===== src/rtl/alu_pipe.sv =====
// alu_pipe: handshaked ALU with registered result and compare flags.
// Executes one operation at a time on two unsigned WIDTH-bit operands.
// Single-cycle ops finish at the accept edge. MUL is an iterative shift-add
// that takes WIDTH+1 edges. ACC keeps a running 2*WIDTH-bit sum.
//
// Ports:
//   clk, rst             rising-edge clock, asynchronous active-high reset
//   in_valid / in_ready  operand handshake; in_ready is high only in IDLE
//   op, bit1, bit2       operation code and unsigned operands A and B
//   out_valid/out_ready  result handshake; the result is held until taken
//   result               2*WIDTH-bit zero-extended result
//   equal/greater/lesser A ==, >, < B for the accepted operands
module alu_pipe #(
    parameter int WIDTH = 4
) (
    input  logic               clk,
    input  logic               rst,
    input  logic               in_valid,
    output logic               in_ready,
    input  logic [2:0]         op,
    input  logic [WIDTH-1:0]   bit1,
    input  logic [WIDTH-1:0]   bit2,
    output logic               out_valid,
    input  logic               out_ready,
    output logic [2*WIDTH-1:0] result,
    output logic               equal,
    output logic               greater,
    output logic               lesser
);

    localparam int RW = 2 * WIDTH;
    localparam int CW = $clog2(WIDTH + 1);

    localparam logic [2:0] OP_ADD = 3'b000;
    localparam logic [2:0] OP_SUB = 3'b001;
    localparam logic [2:0] OP_CMP = 3'b010;
    localparam logic [2:0] OP_AND = 3'b011;
    localparam logic [2:0] OP_OR  = 3'b100;
    localparam logic [2:0] OP_XOR = 3'b101;
    localparam logic [2:0] OP_MUL = 3'b110;
    localparam logic [2:0] OP_ACC = 3'b111;

    // Keeps the difference to WIDTH+1 bits so bit WIDTH carries the borrow.
    localparam logic [RW-1:0] SUB_MASK = {{(WIDTH - 1){1'b0}}, {(WIDTH + 1){1'b1}}};

    typedef enum logic [1:0] {
        ST_IDLE = 2'b00,
        ST_MUL  = 2'b01,
        ST_DONE = 2'b10
    } state_t;

    state_t            state_r;
    state_t            state_s;
    logic              accept_s;
    logic [RW-1:0]     a_ext_s;
    logic [RW-1:0]     b_ext_s;
    logic [RW-1:0]     alu_s;
    logic [RW-1:0]     acc_r;
    logic [RW-1:0]     prod_r;
    logic [RW-1:0]     mcand_r;
    logic [WIDTH-1:0]  mplier_r;
    logic [CW-1:0]     cnt_r;

    assign accept_s = in_valid && in_ready;

    // Zero-extend operands to result width so all arithmetic is done at 2*WIDTH bits.
    always_comb begin
        a_ext_s = {{WIDTH{1'b0}}, bit1};
        b_ext_s = {{WIDTH{1'b0}}, bit2};
    end

    // Single-cycle datapath; ACC yields the post-add accumulator value.
    always_comb begin
        alu_s = '0;
        case (op)
            OP_ADD:  alu_s = a_ext_s + b_ext_s;
            OP_SUB:  alu_s = (a_ext_s - b_ext_s) & SUB_MASK;
            OP_CMP:  alu_s = '0;
            OP_AND:  alu_s = a_ext_s & b_ext_s;
            OP_OR:   alu_s = a_ext_s | b_ext_s;
            OP_XOR:  alu_s = a_ext_s ^ b_ext_s;
            OP_ACC:  alu_s = acc_r + a_ext_s;
            default: alu_s = '0;
        endcase
    end

    // FSM state register.
    always_ff @(posedge clk or posedge rst) begin
        if (rst) begin
            state_r <= ST_IDLE;
        end else begin
            state_r <= state_s;
        end
    end

    // FSM next-state logic.
    always_comb begin
        state_s = state_r;
        case (state_r)
            ST_IDLE: begin
                if (accept_s) begin
                    if (op == OP_MUL) begin
                        state_s = ST_MUL;
                    end else begin
                        state_s = ST_DONE;
                    end
                end else begin
                    state_s = ST_IDLE;
                end
            end
            // cnt_r == 0 marks the extra cycle that loads the finished product.
            ST_MUL: begin
                if (cnt_r == '0) begin
                    state_s = ST_DONE;
                end else begin
                    state_s = ST_MUL;
                end
            end
            ST_DONE: begin
                if (out_ready) begin
                    state_s = ST_IDLE;
                end else begin
                    state_s = ST_DONE;
                end
            end
            default: state_s = ST_IDLE;
        endcase
    end

    // FSM outputs decoded from state.
    always_comb begin
        in_ready = (state_r == ST_IDLE);
    end

    // out_valid is registered so it follows the DONE state without a decode glitch.
    always_ff @(posedge clk or posedge rst) begin
        if (rst) begin
            out_valid <= 1'b0;
        end else begin
            out_valid <= (state_s == ST_DONE);
        end
    end

    // Operand latch, result/flag registers, accumulator and shift-add multiplier.
    always_ff @(posedge clk or posedge rst) begin
        if (rst) begin
            result   <= '0;
            equal    <= 1'b0;
            greater  <= 1'b0;
            lesser   <= 1'b0;
            acc_r    <= '0;
            prod_r   <= '0;
            mcand_r  <= '0;
            mplier_r <= '0;
            cnt_r    <= '0;
        end else if (accept_s) begin
            equal   <= (bit1 == bit2);
            greater <= (bit1 > bit2);
            lesser  <= (bit1 < bit2);
            if (op == OP_MUL) begin
                cnt_r    <= CW'(WIDTH);
                prod_r   <= '0;
                mcand_r  <= a_ext_s;
                mplier_r <= bit2;
            end else begin
                result <= alu_s;
            end
            if (op == OP_ACC) begin
                acc_r <= alu_s;
            end
        end else if (state_r == ST_MUL) begin
            if (cnt_r == '0) begin
                result <= prod_r;
            end else begin
                if (mplier_r[0]) begin
                    prod_r <= prod_r + mcand_r;
                end
                mcand_r  <= mcand_r << 1;
                mplier_r <= mplier_r >> 1;
                cnt_r    <= cnt_r - CW'(1);
            end
        end
    end

endmodule


===== config.mk =====
export PLATFORM = sky130hd
export DESIGN_NAME = alu_pipe
export DESIGN_NICKNAME = d
export VERILOG_FILES = /design/src/rtl/alu_pipe.sv
export SDC_FILE = /design/constraint.sdc
export NUM_CORES = 1
export LEC_CHECK = 0
export ABC_CLOCK_PERIOD_IN_PS = 2550
export CAP_MARGIN = 5
export CELL_PAD_IN_SITES_DETAIL_PLACEMENT = 0
export CELL_PAD_IN_SITES_GLOBAL_PLACEMENT = 1
export CORE_MARGIN = 1
export CORE_UTILIZATION = 44
export DETAILED_ROUTE_END_ITERATION = 6
export GPL_TIMING_DRIVEN = 0
export PLACE_DENSITY = 0.78
export SETUP_SLACK_MARGIN = 0.5
export SYNTH_ARGS = -nofsm -noshare
export SYNTH_HDL_FRONTEND = slang
export SYNTH_SLANG_ARGS = --single-unit

===== constraint.sdc =====
create_clock -name clk -period 2.55 [get_ports clk]
set_input_delay 0.51 -clock clk [delete_from_list [all_inputs] [get_ports clk]]
set_output_delay 0.51 -clock clk [all_outputs]
set_load 0.02 [all_outputs]

## Word level (Yosys, flattened, before mapping)

Cells that the tools add are included.

| word-level totals | value |
|---|---|
| register bits | 45 |
| word-level logic and storage cells | 72 |

| cells by class | value |
|---|---|
| reductions and logical operators | 11 |
| bitwise gates (word level) | 3 |
| eq/ne operators | 13 |
| order comparisons | 2 |
| $add $sub $neg | 5 |
| muxes and demuxes | 27 |

Operator list:

| operator | count |
|---|---|
| $mux W8 | 13 |
| $pmux W8 S6 | 1 |
| $mux W4 | 4 |
| $eq A3 B3 Y1 const B | 4 |
| $mux W3 | 4 |
| $add A8 B4 Y8 | 1 |
| $add A8 B8 Y8 | 1 |
| $mux W2 | 4 |
| $logic_not A3 Y1 | 2 |
| $pmux W2 S3 | 1 |
| $reduce_and A3 Y1 | 2 |
| $reduce_bool A2 Y1 | 3 |
| $add A4 B4 Y5 | 1 |
| $sub A4 B4 Y5 | 1 |
| $and A4 B4 Y4 | 1 |
| $eq A2 B2 Y1 const B | 2 |
| $eq A4 B4 Y1 | 1 |
| $gt A4 B4 Y1 | 1 |
| $lt A4 B4 Y1 | 1 |
| $ne A2 B2 Y1 const B | 2 |
| $or A4 B4 Y4 | 1 |
| $reduce_and A4 Y1 | 1 |
| $xor A4 B4 Y4 | 1 |
| $eq A3 B1 Y1 const B | 1 |
| 7 further kinds | 7 |

## Logic depth before layout (Yosys ltp)

Gate-level depths: netlist (run 1).

| logic depth | value |
|---|---|
| depth after elaboration | 5 |
| depth in mapped cells | 10 |
| gate-level depth less buffers | 10 |

## Worst setup path after synthesis (run 1)

Ideal clock, no wire load.

| path | value |
|---|---|
| path type | input to register |
| start point | input bit1[0] |
| end point | register result[6] |
| buffers on the path | 0 |
| library setup time | 123 ps |
| slack | 531 ps |
| arrival time | 1,896 ps |
| stages | 8 |
| cell sequence | ha_1 fa_1 a21o_1 a21oi_2 nor2_1 xnor2_1 a2bb2oi_1 o21ai_1 |

| on the way | value |
|---|---|
| word-level cells in the longest chain between the ends | 4 |

RTL lines:

| element | line | text |
|---|---|---|
| start: declaration | 21 | `input logic [WIDTH-1:0] bit1,` |
| $add A8 B4 Y8 | 82 | `OP_ACC: alu_s = acc_r + a_ext_s;` |
| $pmux W8 S6 | 75 | `case (op)` |
| $mux W8 | 160 | `if (op == OP_MUL) begin` |
| $mux W8 | 156 | `end else if (accept_s) begin` |
| end signal: assignment | 166 | `result <= alu_s;` |
| end signal: assignment | 173 | `result <= prod_r;` |
| end: declaration | 25 | `output logic [2*WIDTH-1:0] result,` |

No other way between the ends. The select of a mux whose other input is x is not followed.
A chain may end at the register's enable or synchronous reset.

## Worst setup path in the final report (run 1)

| path | value |
|---|---|
| start point | input bit2[0] |
| end point | register result[4] |

| on the way | value |
|---|---|
| word-level cells in the longest chain between the ends | 4 |
| elaborated cells between the ends (all ways) | 5 |

RTL lines:

| element | line | text |
|---|---|---|
| start: declaration | 22 | `input logic [WIDTH-1:0] bit2,` |
| $sub A4 B4 Y5 or $add A4 B4 Y5 (tied branches) | 77, 76 |  |
| $pmux W8 S6 (*) | 75 |  |
| $mux W8 (*) | 160 |  |
| $mux W8 (*) | 156 |  |

Every way passes the cells marked *; elsewhere a longest branch is shown, timed or not. The select of a mux whose other input is x is not followed.

==> results of run 1 <==
[final cells by class]
cell class	count	area (um2)
plain buffers	11	72.57
clock buffers	6	82.58
clock inverters	1	7.507
fillers	590	2808
inverters	16	60.06
multi-input cells	249	1810
flip-flops and latches	45	1126
well taps	77	96.34
repair buffers	38	359.1
[how the worst max path moves through the flow]
stage,slack [ns],to,depth (start not counted)
floorplan,0.53,result[6]$_DFFE_PP0P_,8
global placement,-0.35,acc_r[3]$_DFFE_PP0P_,9
detailed placement,-0.37,acc_r[3]$_DFFE_PP0P_,9
CTS,0.50,acc_r[3]$_DFFE_PP0P_,9
global route,0.49,result[2]$_DFFE_PP0P_,10
finish,0.57,result[4]$_DFFE_PP0P_,8
[worst max-delay path, delay by kind of cell]
kind / cells / cell delay [ns]
AOI/OAI and AO/OA: 4 / 0.74
adders and majority gates: 2 / 0.57
buffers and inverters: 1 / 0.27
and+or+nand+nor: 1 / 0.08
[repair_timing]
item,CTS,global route
gates resized for setup,29,24
endpoints found under the setup margin,19,18
endpoints found under the hold margin,0,0
hold buffers,0,0
buffers inserted,4,6
pin swaps,4,14
[report_power, final]
group / internal, mW / switching [mW] / leakage (nW)
combinational: 0.708 / 0.808 / 1.01
clock: 0.215 / 0.253 / 0.0433
sequential: 0.975 / 0.215 / 0.587
total: 1.90 / 1.28 / 1.64
[synth_stat cells, drive strengths merged (2+ instances only)]
cell | instances | area (um2)
clkbuf | 3 | 11.26
a211oi | 7 | 52.55
nand2b | 2 | 12.51
o31ai | 3 | 22.52
xnor2 | 8 | 70.07
a31oi | 2 | 12.51
xor2 | 7 | 61.31
and3 | 4 | 30.03
nor2 | 23 | 98.84
nand2 | 44 | 175.2
mux2i | 2 | 20.02
dfrtp | 45 | 1126
inv | 16 | 60.06
a21oi | 25 | 132.6
ha | 27 | 337.8
o21bai | 3 | 22.52
buf | 8 | 55.05
a21o | 5 | 37.54
fa | 4 | 80.08
a2bb2oi | 2 | 17.52
nand3 | 9 | 45.04
o22ai | 2 | 12.51
nor3 | 5 | 40.04
nor2b | 3 | 26.27
o211ai | 3 | 22.52
o21ai | 44 | 254.0
a22o | 2 | 17.52
[logic make-up after synthesis]
family                     after synthesis  synth area share [%]
AOI/OAI and AO/OA                      105                 22.47
xor gates and xnor gates                15                 4.417
adders and majority gates               31                 14.05
buffers and inverters                   27                 4.249
DFF                                     45                 37.86
muxes                                    2                0.6731
and+or+nand+nor                         96                 16.28
[registers in the layout, indices dropped and copies added, names as in the netlist]
register   count
lesser         1
cnt_r          3
prod_r         8
state_r        2
out_valid      1
greater        1
acc_r          8
result         8
mcand_r        8
mplier_r       4
equal          1
[metrics by stage]
step	utilization, %	hold WS (ns)
floorplan	-	0.4469
global placement	52.02	0.4611
detailed placement	52.33	0.4685
CTS	54.57	0.4890
global route	56.28	0.5210
finish	56.28	0.4866
[per-layer routing]
layer,vias to the layer above,track usage [%],wire (um)
met3,7,2.458,171
met5,-,0,0
met1,1146,30.81,3520
li1,1217,-,-
met2,42,32.86,3063
met4,0,5.643,91
==> impl_metrics.toml, run 1 <==
[status]
status = "complete, but fails checks"
violations = "design-rule violations"

[place]
pre_cts_slack_ns = -0.3651
place_inst = 426
place.gp.congestion = 0.8355
placed_area_um2 = 3361
hpwl_mm = 5.320
port_buffers = 27

[layout]
finalInstanceArea_um2 = 3615
diodes = 0
layout_commonest_cell = "dfrtp_1"
layout_common_cells = "dfrtp_1 (45), nand2_1 (42), o21ai_1 (30)"
syn2layout_area_growth_pct = 21.54
drive_above_1_share_pct = 22.68
nNetsFinal = 412
fin_cells = 443

[synth]
syn-cell-area_um2 = 2974
yosysSeqAreaShare_pct = 37.86
synth_fp_nets = 367
syn_inst = 321
async_reset_ff_share_pct = 100.0
ys_types = 53
synth_seq_cells = 45
synth_ff_type = "dfrtp_1"
syn_avg_cell_area_um2 = 9.265
yosysWarnings = 0
synth-edff-count = 0

[timing]
fin_worst_skew_ns = 0.007893
setup_viol = 0
max_freq_mhz = 505.3
tightestPinTransition_ns = 0.5468
fin_crit_sh_pct = 77.61
slew_headroom_pct = 63.55
hold_viol = 0
slew_viol_final = 0
rsz0062_at_grt = "true"
period_needed_ns = 1.979
fin_ws_ns = 0.5710
tns_ns = 0

[route]
post_drt_wl_per_cell_um = 15.45
wirelength_mm = 6.846
viasPerCell = 5.445
dr.pass1.iters = 6
dr_total_vias = 2412
postRouteAntennaNets = 0
route.detailed.drc = 6
drt_iter0_drc = 104

[global_route]
grt_pass1_vias = 2339
grt_overflow = 0
grt_pass1_wl_mm = 11.70
grt_max_degree = 27
grt_usage_pct = 20.96
antenna_found_initial = 0

[cts]
htreeDepth = 2
cts_buffers = 5
clkSinkCount = 45
clk_path_buf_depth = 2
cts_tree = "built"
path_clk_slew_ns = 0.08
cts-root-buf = "clkbuf_8"
clock_latency_ns = 0.30

[min_path]
hp-start = "result[0]$_DFFE_PP0P_"
holdPathStages = 1
hold_class = "flop to flop"
whs_endpoint = "result[0]$_DFFE_PP0P_"

[floorplan]
initial_core_util_pct = 46.31
core_area_um2 = 6422
rows = 29
die_area_um2 = 7092
die-width_um = 84.22
ios = 28
die_h_um = 84.22

[setup_path]
timing.rr.start = "prod_r[0]$_DFFE_PP0P_"
reg2reg_to = "prod_r[6]$_DFFE_PP0P_"
cp-start-kind = "input port"
reg2reg_setup_slack_ns = 0.64
cp.arrival_ns = 2.16
slowest_delay_ns = 0.35
crit_chain = "dlygate4sd2_1, ha_2, fa_2, a21o_1, a211oi_2, nor3_2, a22oi_2, a21oi_1"
endpoint_kind = "flop"
reg2reg_depth = 8
critPathMaxFanout = 3
crit_required_ns = 2.73
worstSetupPathType = "input port to flop"
startpoint = "bit2[0]"
crit_path_top_delay_cell = "fa_2"

[pwr]
powerDensity_nw_per_um2 = 878.0
p_total_mw = 3.174
total_leakage_power_nw = 1.642
vdd_drop_max_mv = 0.3417

[job]
max-cap-violations = 0
Note: power is estimated with default switching activity, not from simulation.
==> inputs of run 2 (changes only) <==
--- a/config.mk
+++ b/config.mk
@@ -5,7 +5,7 @@
 export SDC_FILE = /design/constraint.sdc
 export NUM_CORES = 1
 export LEC_CHECK = 0
-export ABC_CLOCK_PERIOD_IN_PS = 2550
+export ABC_CLOCK_PERIOD_IN_PS = 2050
 export CAP_MARGIN = 5
 export CELL_PAD_IN_SITES_DETAIL_PLACEMENT = 0
 export CELL_PAD_IN_SITES_GLOBAL_PLACEMENT = 1
==> constraint.sdc (replaced) <==
create_clock -name clk -period 2.05 [get_ports clk]
set_input_delay 0.41 -clock clk [delete_from_list [all_inputs] [get_ports clk]]
set_output_delay 0.41 -clock clk [all_outputs]
set_load 0.02 [all_outputs]
==> run 2 against run 1 <==
  * The flow still finishes with violations (design-rule violations)
  * First-iteration DRC count up 32%
  * Clock-buffer cell count unchanged
  * Via count up 8.9%
  * Total power up 50%
  * Clock power up 23%
  * Largest power group unchanged
==> impl_metrics.toml, run 2 (synthesis results as in run 1) <==
[floorplan]
die-width_um = 84.22
rows = 29
ios = 28
die_h_um = 84.22
initial_core_util_pct = 46.31
die_area_um2 = 7092
core_area_um2 = 6422

[setup_path]
crit_path_top_delay_cell = "dfrtp_1"
crit_required_ns = 2.29
cp-start-kind = "flop"
reg2reg_depth = 9
cpLargestDelayFamily = "adder cells"
endpoint_kind = "flop"
cp_num_buf_inv = 2
slowest_delay_ns = 0.41
critPathMaxFanout = 2
reg2reg_to = "result[2]$_DFFE_PP0P_"
cp.arrival_ns = 2.13
crit_chain = "ha_4, fa_2, buf_4, buf_6, xnor2_2, o221ai_2, o21ai_2, o211ai_1, o21a_1"
reg2reg_setup_slack_ns = 0.16
worstSetupPathType = "flop to flop"
timing.rr.start = "acc_r[0]$_DFFE_PP0P_"

[global_route]
antenna_found_initial = 0
grt_pass1_vias = 2749
grt_max_degree = 29
grt_pass1_wl_mm = 13.68
grt_usage_pct = 24.83
grt_overflow = 0

[cts]
cts_hold_buf = 0
path_clk_slew_ns = 0.09
cts_buffers = 5
cts_tree = "built"
clock_latency_ns = 0.29
clkSinkCount = 45
clk_path_buf_depth = 2
cts-root-buf = "clkbuf_8"
htreeDepth = 2

[timing]
period_needed_ns = 1.891
setup_viol = 0
tightestPinTransition_ns = 0.4429
worst_hold_slack_ns = 0.4018
tns_ns = 0
fin_worst_skew_ns = 0.007290
hold_viol = 0
slew_viol_final = 0
slew_headroom_pct = 70.43
rsz0062_at_grt = "true"
max_freq_mhz = 528.9
fin_crit_sh_pct = 92.23

[layout]
finalInstanceArea_um2 = 4409
fin_cells = 474
nNetsFinal = 443
syn2layout_area_growth_pct = 48.25
n_fill_cell = 519
layout_commonest_cell = "dfrtp_1"
diodes = 0
drive_above_1_share_pct = 46.85
utilization_pct = 68.65
layout_common_cells = "dfrtp_1 (41), buf_4 (34), nand2_1 (30)"

[place]
hpwl_mm = 5.667
place.gp.congestion = 0.7889
place_inst = 426
port_buffers = 27
placed_area_um2 = 3518

[pwr]
p_clk_share_pct = 12.1
power_switching_share_pct = 41.00
total_leakage_power_nw = 1.935
powerDensity_nw_per_um2 = 1082
p_int_mw = 2.814
combPwrFrac_pct = 55.5
power.share.sequential_pct = 32.5
vdd_drop_max_mv = 0.6152
power_switching_mw = 1.956

[route]
route.met3.wl_um = 291
post_drt_wl_per_cell_um = 17.43
route.detailed.drc = 4
drt_iter0_drc = 137
wirelength_mm = 8.264
routed.top_layer = "met4"
postRouteAntennaNets = 0
dr_total_vias = 2626
dr.pass1.iters = 6
wl_met2_mm = 3.990
viasPerCell = 5.540
m1WireLength_mm = 3.898

[min_path]
whs_endpoint = "mcand_r[0]$_DFFE_PP0P_"
holdPathStages = 3
hp-start = "bit1[0]"
hold_class = "input port to flop"

[status]
status = "complete, but fails checks"
violations = "design-rule violations"

[job]
max-cap-violations = 0
## run 2: cell types whose count changed in the layout (fill, tap and decap cells not counted), sizes merged
cell           previous run  this run
clkinvlp                  1         2
clkbuf                   13        11
dlymetal6s2s              1         0
dlygate4sd2               3        16
buf                      19        56
clkdlybuf4s50            18         2
inv                      16        15
## run 2: metal layers
| layer | vias to the layer above | global-route usage [%] |
|---|---|---|
| met3 | 6 | 2.852 |
| met4 | 0 | 6.270 |
| met1 | 1286 | 34.15 |
| met5 | - | 0 |
| met2 | 58 | 41.95 |
| li1 | 1276 | - |
## run 2: worst max-delay path by stage
stage	start	endpoint	slack, ns	cells past startpoint
floorplan	prod_r[0]$_DFFE_PP0P_	prod_r[6]$_DFFE_PP0P_	0.25	8
global placement	bit1[0]	result[2]$_DFFE_PP0P_	-0.74	11
detailed placement	bit1[0]	result[2]$_DFFE_PP0P_	-0.76	11
CTS	acc_r[0]$_DFFE_PP0P_	result[6]$_DFFE_PP0P_	0.16	8
global route	acc_r[0]$_DFFE_PP0P_	result[6]$_DFFE_PP0P_	0.04	8
finish	acc_r[0]$_DFFE_PP0P_	result[2]$_DFFE_PP0P_	0.16	9
## run 2: worst min-delay path: stages
cell     delay (ns)
buf_12         0.12
inv_12         0.06
o21ai_1        0.06
## run 2: cell type report
type / instances / area [um2] / share of cell area (%)
clock inverters: 1 / 7.507 / 0.1703
repair buffers: 69 / 639.4 / 14.50
well taps: 77 / 96.34 / 2.185
flip-flops and latches: 45 / 1131 / 25.65
multi-input cells: 249 / 2272 / 51.53
inverters: 16 / 76.32 / 1.731
clock buffers: 6 / 82.58 / 1.873
plain buffers: 11 / 103.9 / 2.355
## run 2: per-stage QoR
stage / setup slack [ns] / power [mW]
detailed placement: -0.7597 / 3.367
finish: 0.1593 / 4.769
global route: 0.04370 / 5.100
global placement: -0.7440 / 3.313
CTS: 0.1580 / 4.468
floorplan: 0.2484 / 2.742
## run 2: power by group through the flow
stage / sequential [mW] / combinational [mW] / clock (mW)
after floorplan: 1.57 / 1.17 / 0
after global placement: 1.51 / 1.80 / 0
after detailed placement: 1.53 / 1.84 / 0
after CTS: 1.52 / 2.35 / 0.599
after global routing: 1.60 / 2.88 / 0.626
final: 1.55 / 2.65 / 0.575
## run 2: timing repair
| action | 4_1_cts | 5_1_grt |
|---|---|---|
| gates cloned | 3 | 0 |
| endpoints found under the setup margin | 56 | 40 |
| gates resized for setup | 117 | 56 |
| setup buffers | 31 | 7 |
| pin swaps | 39 | 30 |
